## src/rtl/gate_sweep_pkg.sv

```systemverilog
// Shared encodings and defaults for the gate sweep sequencer.
package gate_sweep_pkg;

    localparam int         NUM_VECTORS  = 8;
    localparam logic [2:0] LAST_VEC     = 3'(NUM_VECTORS - 1);
    localparam logic [4:0] DEFAULT_POLY = 5'b00101;

    typedef enum logic [2:0] {
        ST_IDLE   = 3'd0,
        ST_APPLY  = 3'd1,
        ST_SETTLE = 3'd2,
        ST_SAMPLE = 3'd3,
        ST_DONE   = 3'd4
    } state_t;

endpackage

```

## src/rtl/gate_sweep_misr.sv

```systemverilog
// MISR signature register: folds one OUT_W sample per enabled cycle.
// One-cycle update latency; clear has priority over enable, no backpressure.
module gate_sweep_misr
    import gate_sweep_pkg::*;
#(
    parameter int               OUT_W = 5,
    parameter logic [OUT_W-1:0] POLY  = OUT_W'(DEFAULT_POLY)
) (
    input  logic             clk,
    input  logic             reset,
    input  logic             clear,
    input  logic             en,
    input  logic [OUT_W-1:0] din,
    output logic [OUT_W-1:0] sig
);

    logic [OUT_W-1:0] sig_next;

    always_comb begin
        sig_next = {sig[OUT_W-2:0], 1'b0} ^ (sig[OUT_W-1] ? POLY : '0) ^ din;
    end

    always_ff @(posedge clk) begin
        if (reset) begin
            sig <= '0;
        end else if (clear) begin
            sig <= '0;
        end else if (en) begin
            sig <= sig_next;
        end
    end

endmodule

```

## src/rtl/gate_sweep_ctrl.sv

```systemverilog
// Walks all 8 a/b/c vectors, settles, samples gate_out and builds a MISR; SETTLE_CYCLES+2 per vector.
// hold stalls settling only; start ignored while busy. GATE_SWEEP_COMPARE_EN adds the pass output.
module gate_sweep_ctrl
    import gate_sweep_pkg::*;
#(
    parameter int               OUT_W         = 5,
    parameter int               SETTLE_CYCLES = 2,
    parameter logic [OUT_W-1:0] POLY          = OUT_W'(DEFAULT_POLY),
    parameter logic [OUT_W-1:0] EXPECTED_SIG  = OUT_W'(5'b00100)
) (
    input  logic             clk,
    input  logic             reset,
    input  logic             start,
    input  logic             hold,
    input  logic [OUT_W-1:0] gate_out,
    output logic             a,
    output logic             b,
    output logic             c,
    output logic             busy,
    output logic [2:0]       vec_idx,
    output logic             sample_valid,
    output logic [OUT_W-1:0] sample_data,
    output logic [OUT_W-1:0] signature,
    output logic             done
`ifdef GATE_SWEEP_COMPARE_EN
    ,
    output logic             pass
`endif
);

    localparam logic [7:0] SETTLE_LAST = (SETTLE_CYCLES == 0) ? 8'd0 : 8'(SETTLE_CYCLES - 1);

    state_t     state;
    state_t     state_next;
    logic [7:0] settle_cnt;
    logic       misr_clear;
    logic       misr_en;

    always_ff @(posedge clk) begin
        if (reset) begin
            state <= ST_IDLE;
        end else begin
            state <= state_next;
        end
    end

    always_comb begin
        state_next = state;
        misr_clear = 1'b0;
        misr_en    = 1'b0;
        case (state)
            ST_IDLE: begin
                if (start) begin
                    state_next = ST_APPLY;
                    misr_clear = 1'b1;
                end
            end
            ST_APPLY: begin
                state_next = (SETTLE_CYCLES == 0) ? ST_SAMPLE : ST_SETTLE;
            end
            ST_SETTLE: begin
                if (!hold && settle_cnt == SETTLE_LAST) begin
                    state_next = ST_SAMPLE;
                end
            end
            ST_SAMPLE: begin
                misr_en    = 1'b1;
                state_next = (vec_idx == LAST_VEC) ? ST_DONE : ST_APPLY;
            end
            ST_DONE: begin
                state_next = ST_IDLE;
            end
            default: begin
                state_next = ST_IDLE;
            end
        endcase
    end

    // Vector drive, settle counter and sample capture; a/b/c keep the last vector once idle.
    always_ff @(posedge clk) begin
        if (reset) begin
            a            <= 1'b0;
            b            <= 1'b0;
            c            <= 1'b0;
            vec_idx      <= 3'd0;
            settle_cnt   <= 8'd0;
            sample_valid <= 1'b0;
            sample_data  <= '0;
        end else begin
            sample_valid <= 1'b0;
            case (state)
                ST_IDLE: begin
                    if (start) begin
                        vec_idx <= 3'd0;
                    end
                end
                ST_APPLY: begin
                    {a, b, c}  <= vec_idx;
                    settle_cnt <= 8'd0;
                end
                ST_SETTLE: begin
                    if (!hold) begin
                        settle_cnt <= (settle_cnt == SETTLE_LAST) ? 8'd0 : settle_cnt + 8'd1;
                    end
                end
                ST_SAMPLE: begin
                    sample_data  <= gate_out;
                    sample_valid <= 1'b1;
                    if (vec_idx != LAST_VEC) begin
                        vec_idx <= vec_idx + 3'd1;
                    end
                end
                default: begin
                end
            endcase
        end
    end

    gate_sweep_misr #(
        .OUT_W (OUT_W),
        .POLY  (POLY)
    ) u_misr (
        .clk   (clk),
        .reset (reset),
        .clear (misr_clear),
        .en    (misr_en),
        .din   (gate_out),
        .sig   (signature)
    );

`ifdef GATE_SWEEP_COMPARE_EN
    // The signature is already final by the DONE cycle, so compare the register itself.
    always_ff @(posedge clk) begin
        if (reset) begin
            pass <= 1'b0;
        end else if (state == ST_IDLE && start) begin
            pass <= 1'b0;
        end else if (state == ST_DONE) begin
            pass <= (signature == EXPECTED_SIG);
        end
    end
`endif

    assign busy = (state != ST_IDLE);
    assign done = (state == ST_DONE);

endmodule

```

## config.mk

```make
export PLATFORM = sky130hd
export DESIGN_NAME = gate_sweep_ctrl
export DESIGN_NICKNAME = d
export VERILOG_FILES = /design/src/rtl/gate_sweep_pkg.sv /design/src/rtl/gate_sweep_misr.sv /design/src/rtl/gate_sweep_ctrl.sv
export SDC_FILE = /design/constraint.sdc
export NUM_CORES = 1
export LEC_CHECK = 0
export ABC_AREA = 1
export CORE_MARGIN = 3
export CORE_UTILIZATION = 54
export CTS_BUF_LIST = sky130_fd_sc_hd__clkbuf_4 sky130_fd_sc_hd__clkbuf_8 sky130_fd_sc_hd__clkbuf_16
export CTS_CLUSTER_SIZE = 8
export DETAILED_ROUTE_END_ITERATION = 10
export GPL_TIMING_DRIVEN = 0
export PLACE_DENSITY = 0.84
export SLEW_MARGIN = 20
export SYNTH_ARGS = -nofsm -noshare
export SYNTH_HDL_FRONTEND = slang
export SYNTH_SLANG_ARGS = --single-unit
```

## constraint.sdc

```tcl
create_clock -name clk -period 2.2 [get_ports clk]
set_input_delay 0.44 -clock clk [delete_from_list [all_inputs] [get_ports clk]]
set_output_delay 0.44 -clock clk [all_outputs]
set_load 0.005 [all_outputs]
```

==> results by group, run 1 <==
Floorplan
  – Starting Density: 59.0%
  – Die Ht: 56.1 um
  – Die width: 56.1 um
  – Core Footprint: 0.00230 mm^2
  – Die area: 0.00315 mm^2
  – # IOs: 28
  – Rows: 17

Min path
  – Hold Path Stages: 2
  – Min-delay worst type: in2reg

Final layout
  – Nets@finish: 229
  – Most frequent cells in the layout: 37 x nor2_1, 32 x nand2_1, 28 x dfxtp_1
  – Fillers: 178
  – Antenna diode count: 0
  – Share of cells above drive strength 1: 10.3%
  – Commonest non-fill, non-tap cell in the layout: nor2_1
  – Area grow syn2layout: 23.5%

STA
  – RSZ-0062 raised after global routing: no
  – Setup_tns: 0 ns
  – Final setup viols: 0
  – Final hold slack: 0.426 ns
  – Max_slew headroom: 80.7%
  – Max Slew Vio Count: 0
  – Max Clock Freq: 510 MHz
  – Min Tclk post-route: 1.96 ns
  – Final period util: 89.2%
  – Clock skew: 0.00342 ns
  – Worst Tran Pin Value: 0.289 ns
  – Final Hold Violating Endpoints: 0

GRT
  – Total grt overflow: 0
  – Initial antenna violation count: 0
  – GRT Overall Usage: 20.4%
  – Vias in the first global route: 1335
  – Largest net degree at the start of global routing: 15
  – First-pass GRT wire length: 5330 um

Worst setup path
  – R2r endpoint: settle_cnt[6]$_SDFFE_PP0P_
  – Worst setup path end: busy
  – Worst r2r src: settle_cnt[0]$_SDFFE_PP0P_
  – WP data arrival: 1.52 ns
  – Crit Path Category: reg2out
  – Reg2reg path depth: 7
  – Crit path from: state[1]$_SDFFE_PP0P_
  – R2r setup slk: 0.84 ns
  – Critical path peak fanout: 5
  – CP Launch Type: register
  – CP Data Required Time: 1.76 ns
  – Critical Path Sink Type: primary output

Routing
  – DRT Pass-1 Iters: 4
  – DR vias/cell: 5.33
  – Antenna Nets Post-Route: 0
  – Starting DRT DRC Count: 43
  – Vias: 1290
  – Routed WL per cell: 12.5 um
  – DRC violations left: 0
  – Detailed Route WL: 3030 um

Clock tree
  – Clock buffer count from CTS: 3
  – Clk slew on worst S/H paths: 0.14 ns
  – CTS tree: built
  – Postcts setup bufs: 0
  – Clock Sinks: 28
  – H-Tree Depth: 1
  – Post_cts resized: 0
  – Later-pin clock latency in the skew report: 0.33 ns
  – Clk buf depth: 2
  – Post-CTS Hold Fix Bufs: 0
  – Clock root buffer: clkbuf_4

Placement
  – PortBufs: 26
  – DP HPWL: 2330 um
  – Final Wtd Congestion: 0.937

Synth
  – Flops & latches, synth: 28
  – Syn Area/Cell: 7.32 um^2
  – Gate Count Post-Synth: 185
  – Syn nets: 198
  – Netlist cell types: 26
  – Synth warn: 0
  – Post-synthesis sequential area ratio: 41.4%
  – Netlist Area Pre-Place: 0.00136 mm^2

Pwr
  – Leakage Power: 0.000676 uW
  – Peak VDD IR: 0.000635 V
  – Pwr Density: 814 mW/mm^2

Outcome
  – Status: complete, no violations

Job
  – Max Cap Viol: 0
## report_power, final
group | internal (uW) | switching [uW]
clock | 64.4 | 147
sequential | 577 | 65.6
combinational | 220 | 287
total | 861 | 501
## how the worst min path moves through the flow
stage                                          start                         end  slack, ns
after global placement                a$_SDFFE_PP0P_              a$_SDFFE_PP0P_       0.47
after floorplan           settle_cnt[6]$_SDFFE_PP0P_  settle_cnt[6]$_SDFFE_PP0P_       0.47
after CTS                                      reset  settle_cnt[6]$_SDFFE_PP0P_       0.41
after global routing                           reset  settle_cnt[6]$_SDFFE_PP0P_       0.42
after detailed placement              a$_SDFFE_PP0P_              a$_SDFFE_PP0P_       0.49
final                                          reset       state[2]$_SDFFE_PP0P_       0.43
## worst max-delay path, cell delays in order (launching register included)
cell and delay [ns]:
dfxtp_1 0.39, nor3_1 0.24, inv_1 0.11, clkdlybuf4s50_1 0.46
## logic make-up (layout without fill, tap and decap cells)
logic type,Yosys count,in the layout,synth area share [%]
simple gates,92,92,30.8
xor+xnor,6,6,3.88
fa+ha+maj,4,4,3.69
buf+inv,22,51,6.56
compound gates,33,33,13.7
flops,28,28,41.4
## stage by stage
| stage | cell area [um^2] | util, % | power [uW] | setup WS [ns] | std cells |
|---|---|---|---|---|---|
| 2_1_floorplan | 1360 | - | 958 | 1.05 | 185 |
| 3_3_place_gp | 1650 | 71.8 | 1140 | 0.638 | 239 |
| 3_5_place_dp | 1650 | 71.8 | 1160 | 0.625 | 239 |
| 4_1_cts | 1670 | 72.8 | 1370 | 0.230 | 242 |
| 5_1_grt | 1670 | 72.8 | 1450 | 0.156 | 242 |
| 6_report | 1670 | 72.8 | 1360 | 0.238 | 242 |
## area by class of cell
class | count | area [um^2] | share of cell area, %
Sequential cell | 28 | 561 | 33.5
Tap cell | 28 | 35.0 | 2.09
Buffer | 3 | 15.0 | 0.898
Multi-Input combinational cell | 135 | 706 | 42.2
Clock buffer | 3 | 22.5 | 1.35
Timing Repair Buffer | 26 | 260 | 15.6
Inverter | 19 | 73.8 | 4.41
## cell usage after synthesis (all sizes together)
library cell | count | area share [%]
ha | 4 | 3.7
nor2 | 39 | 13
a211oi | 4 | 2.2
clkbuf | 1 | 0.37
inv | 19 | 5.4
nand3 | 10 | 4.1
a21oi | 13 | 5.4
nand3b | 1 | 0.55
o21ai | 15 | 5.5
xnor2 | 5 | 3.2
xor2 | 1 | 0.65
nand2 | 39 | 12
nand4 | 1 | 0.46
nor3 | 2 | 0.74
dfxtp | 28 | 41
buf | 2 | 0.74
o211ai | 1 | 0.55
## routing by layer
metal / GRT usage, % / routed length (um) / vias to the layer above
met5: 0 / 0 / -
met2: 35.4 / 1490 / 34
met3: 3.94 / 134 / 11
li1: - / - / 652
met1: 23.0 / 1320 / 593
met4: 11.9 / 91 / 0
## state kept, by name, indices dropped and copies added, names as in the netlist
| signal | flops |
|---|---|
| a | 1 |
| c | 1 |
| b | 1 |
| settle_cnt | 8 |
| u_misr.sig | 5 |
| vec_idx | 3 |
| sample_valid | 1 |
| sample_data | 5 |
| state | 3 |
No activity file was read; power rests on OpenSTA's default activity.
==> inputs of run 2 (changes only) <==
--- a/config.mk
+++ b/config.mk
@@ -6,6 +6,7 @@
 export NUM_CORES = 1
 export LEC_CHECK = 0
 export ABC_AREA = 1
+export CAP_MARGIN = 20
 export CORE_MARGIN = 3
 export CORE_UTILIZATION = 54
 export CTS_BUF_LIST = sky130_fd_sc_hd__clkbuf_4 sky130_fd_sc_hd__clkbuf_8 sky130_fd_sc_hd__clkbuf_16
==> results of run 2 <==
Same layout as run 1: the final DEF is identical, and so are final timing and power.
==> edit (flow settings as in run 1) <==
Build with the macro `GATE_SWEEP_COMPARE_EN` defined.
--- a/src/rtl/gate_sweep_ctrl.sv
+++ b/src/rtl/gate_sweep_ctrl.sv
@@ -1,5 +1,7 @@
 // Walks all 8 a/b/c vectors, settles, samples gate_out and builds a MISR; SETTLE_CYCLES+2 per vector.
 // hold stalls settling only; start ignored while busy. GATE_SWEEP_COMPARE_EN adds the pass output.
+`define GATE_SWEEP_COMPARE_EN
+
 module gate_sweep_ctrl
     import gate_sweep_pkg::*;
 #(
Formal check against the unedited RTL (old outputs only; new: pass): equivalent (Yosys induction, for registers that start in step).
==> edit against run 1 <==
Wire length increased by 1.9%; clock skew is 5.2 ps higher; sequential share of layout area shrank 0.37 points; cell area up 4.7%; synthesized area is 0.83% higher; worst setup slack got worse by 17 ps; total power up 25%; critical path depth is the same; sequential cell count rose by 1.
==> edit: results <==
{
  "cts.reportedPaths.clkPinSlew_ps": 90,
  "holdPathEnd": "a$_SDFFE_PP0P_",
  "critical_path.max_fanout": 6,
  "timing.critical_path.arrival_ps": 1540,
  "use_met3_pct": 8.28,
  "switching_power_mw": 0.618,
  "dpl_worst_slack_ps": 265,
  "static_leakage_nw": 0.712,
  "vias_per_cell": 5.18,
  "synthTopCellsByArea": "sky130_fd_sc_hd__dfxtp_1 (42%), sky130_fd_sc_hd__nand2_1 (11%), sky130_fd_sc_hd__nor2_1 (11%)",
  "timing.hold.ws_ps": 496,
  "place.detailed.hpwl_mm": 2.36,
  "detail_route.wl_per_cell_um": 12.0,
  "globalRouteTotalUtil_pct": 21.1,
  "final_area_um2": 1750,
  "synthTopCellsByCount": "sky130_fd_sc_hd__nand2_1 (41), sky130_fd_sc_hd__nor2_1 (41), sky130_fd_sc_hd__dfxtp_1 (29)",
  "critical_path.max_stage_delay_ps": 520,
  "timing.critical_path.to": "busy",
  "clock_tree.htree_level_count": 2,
  "r2r-end": "vec_idx[2]$_SDFFE_PP0P_",
  "gr-usage-met2_pct": 34.1,
  "placedCellCount": 249,
  "totalPowerFinal_mw": 1.70,
  "final_cells": 257,
  "largestRegisters": "settle_cnt: 8 flops, sample_data: 5 flops, u_misr.sig: 5 flops",
  "count_of_nets_after_finishing": 241,
  "drt-met1-wl_mm": 1.45,
  "layout_worst_path_cycle_share_pct": 89.9,
  "drt-initial-drc-count": 44,
  "path_delay_family": "buffers and inverters",
  "share_of_post_route_cells_with_drive_strength_above_1_pct": 7.42,
  "synth.distinct_cells": 23,
  "worstHoldStart": "a$_SDFFE_PP0P_",
  "syn_inst": 193,
  "clk-power_mw": 0.365,
  "worstHoldPathType": "reg2reg",
  "slew_at_the_pin_with_the_worst_max_slew_slack_ps": 425,
  "status": "finished, final reports clean",
  "synth_seq_area_share_pct": 42.5,
  "synth_fp_nets": 206,
  "r2r_slack_ps": 810,
  "cp-startpoint": "state[0]$_SDFFE_PP0P_",
  "power.ir.vdd_worst_v": 0.000882,
  "timing.rr.start": "state[1]$_SDFFE_PP0P_",
  "cts_inserted_buffers": 5,
  "place.gp.congestion": 0.873,
  "maximum_number_of_pins_on_one_net_before_global_route_repair": 11,
  "dr_wl_met3_um": 172,
  "globalRouteMet1Util_pct": 25.8,
  "wl_met2_mm": 1.42,
  "dieWidth_um": 56.3,
  "io_buffers": 28,
  "worst_clock_skew_ps": 8.63,
  "place_area_um2": 1680,
  "worst-r2r-cell-count": 7,
  "clkLatencyLatePin_ps": 330,
  "grt_pass1_wl_mm": 5.29,
  "grt_pass1_vias": 1234
}
## edit: changes by cell type after synthesis, moves of 2 or more
cell,delta
sky130_fd_sc_hd__nor2_1,+4
sky130_fd_sc_hd__buf_2,-2
sky130_fd_sc_hd__nand2_2,-3
sky130_fd_sc_hd__nand4_1,+2
sky130_fd_sc_hd__a21oi_2,-2
sky130_fd_sc_hd__o21ai_0,-4
sky130_fd_sc_hd__nand2_1,+9
sky130_fd_sc_hd__inv_1,+3
## edit: logic make-up (layout without fill, tap and decap cells)
group                      count (synthesis)  in the layout  share of synthesized area [%]
xor gates and xnor gates                   6              6                           3.85
and+or+nand+nor                          103            103                           31.3
buffers and inverters                     23             59                           7.14
DFF                                       29             29                           42.5
adders and majority gates                  4              4                           3.66
AOI/OAI and AO/OA                         28             28                           11.5
## edit: layout make-up
cell class	instances	area, um2
timing repair buffer	28	280
clock buffer	7	65.1
buffer	3	22.5
clock inverter	1	5.00
tap	28	35.0
inverter	20	75.1
sequential	29	581
fill	176	546
multi-input combinational	141	688
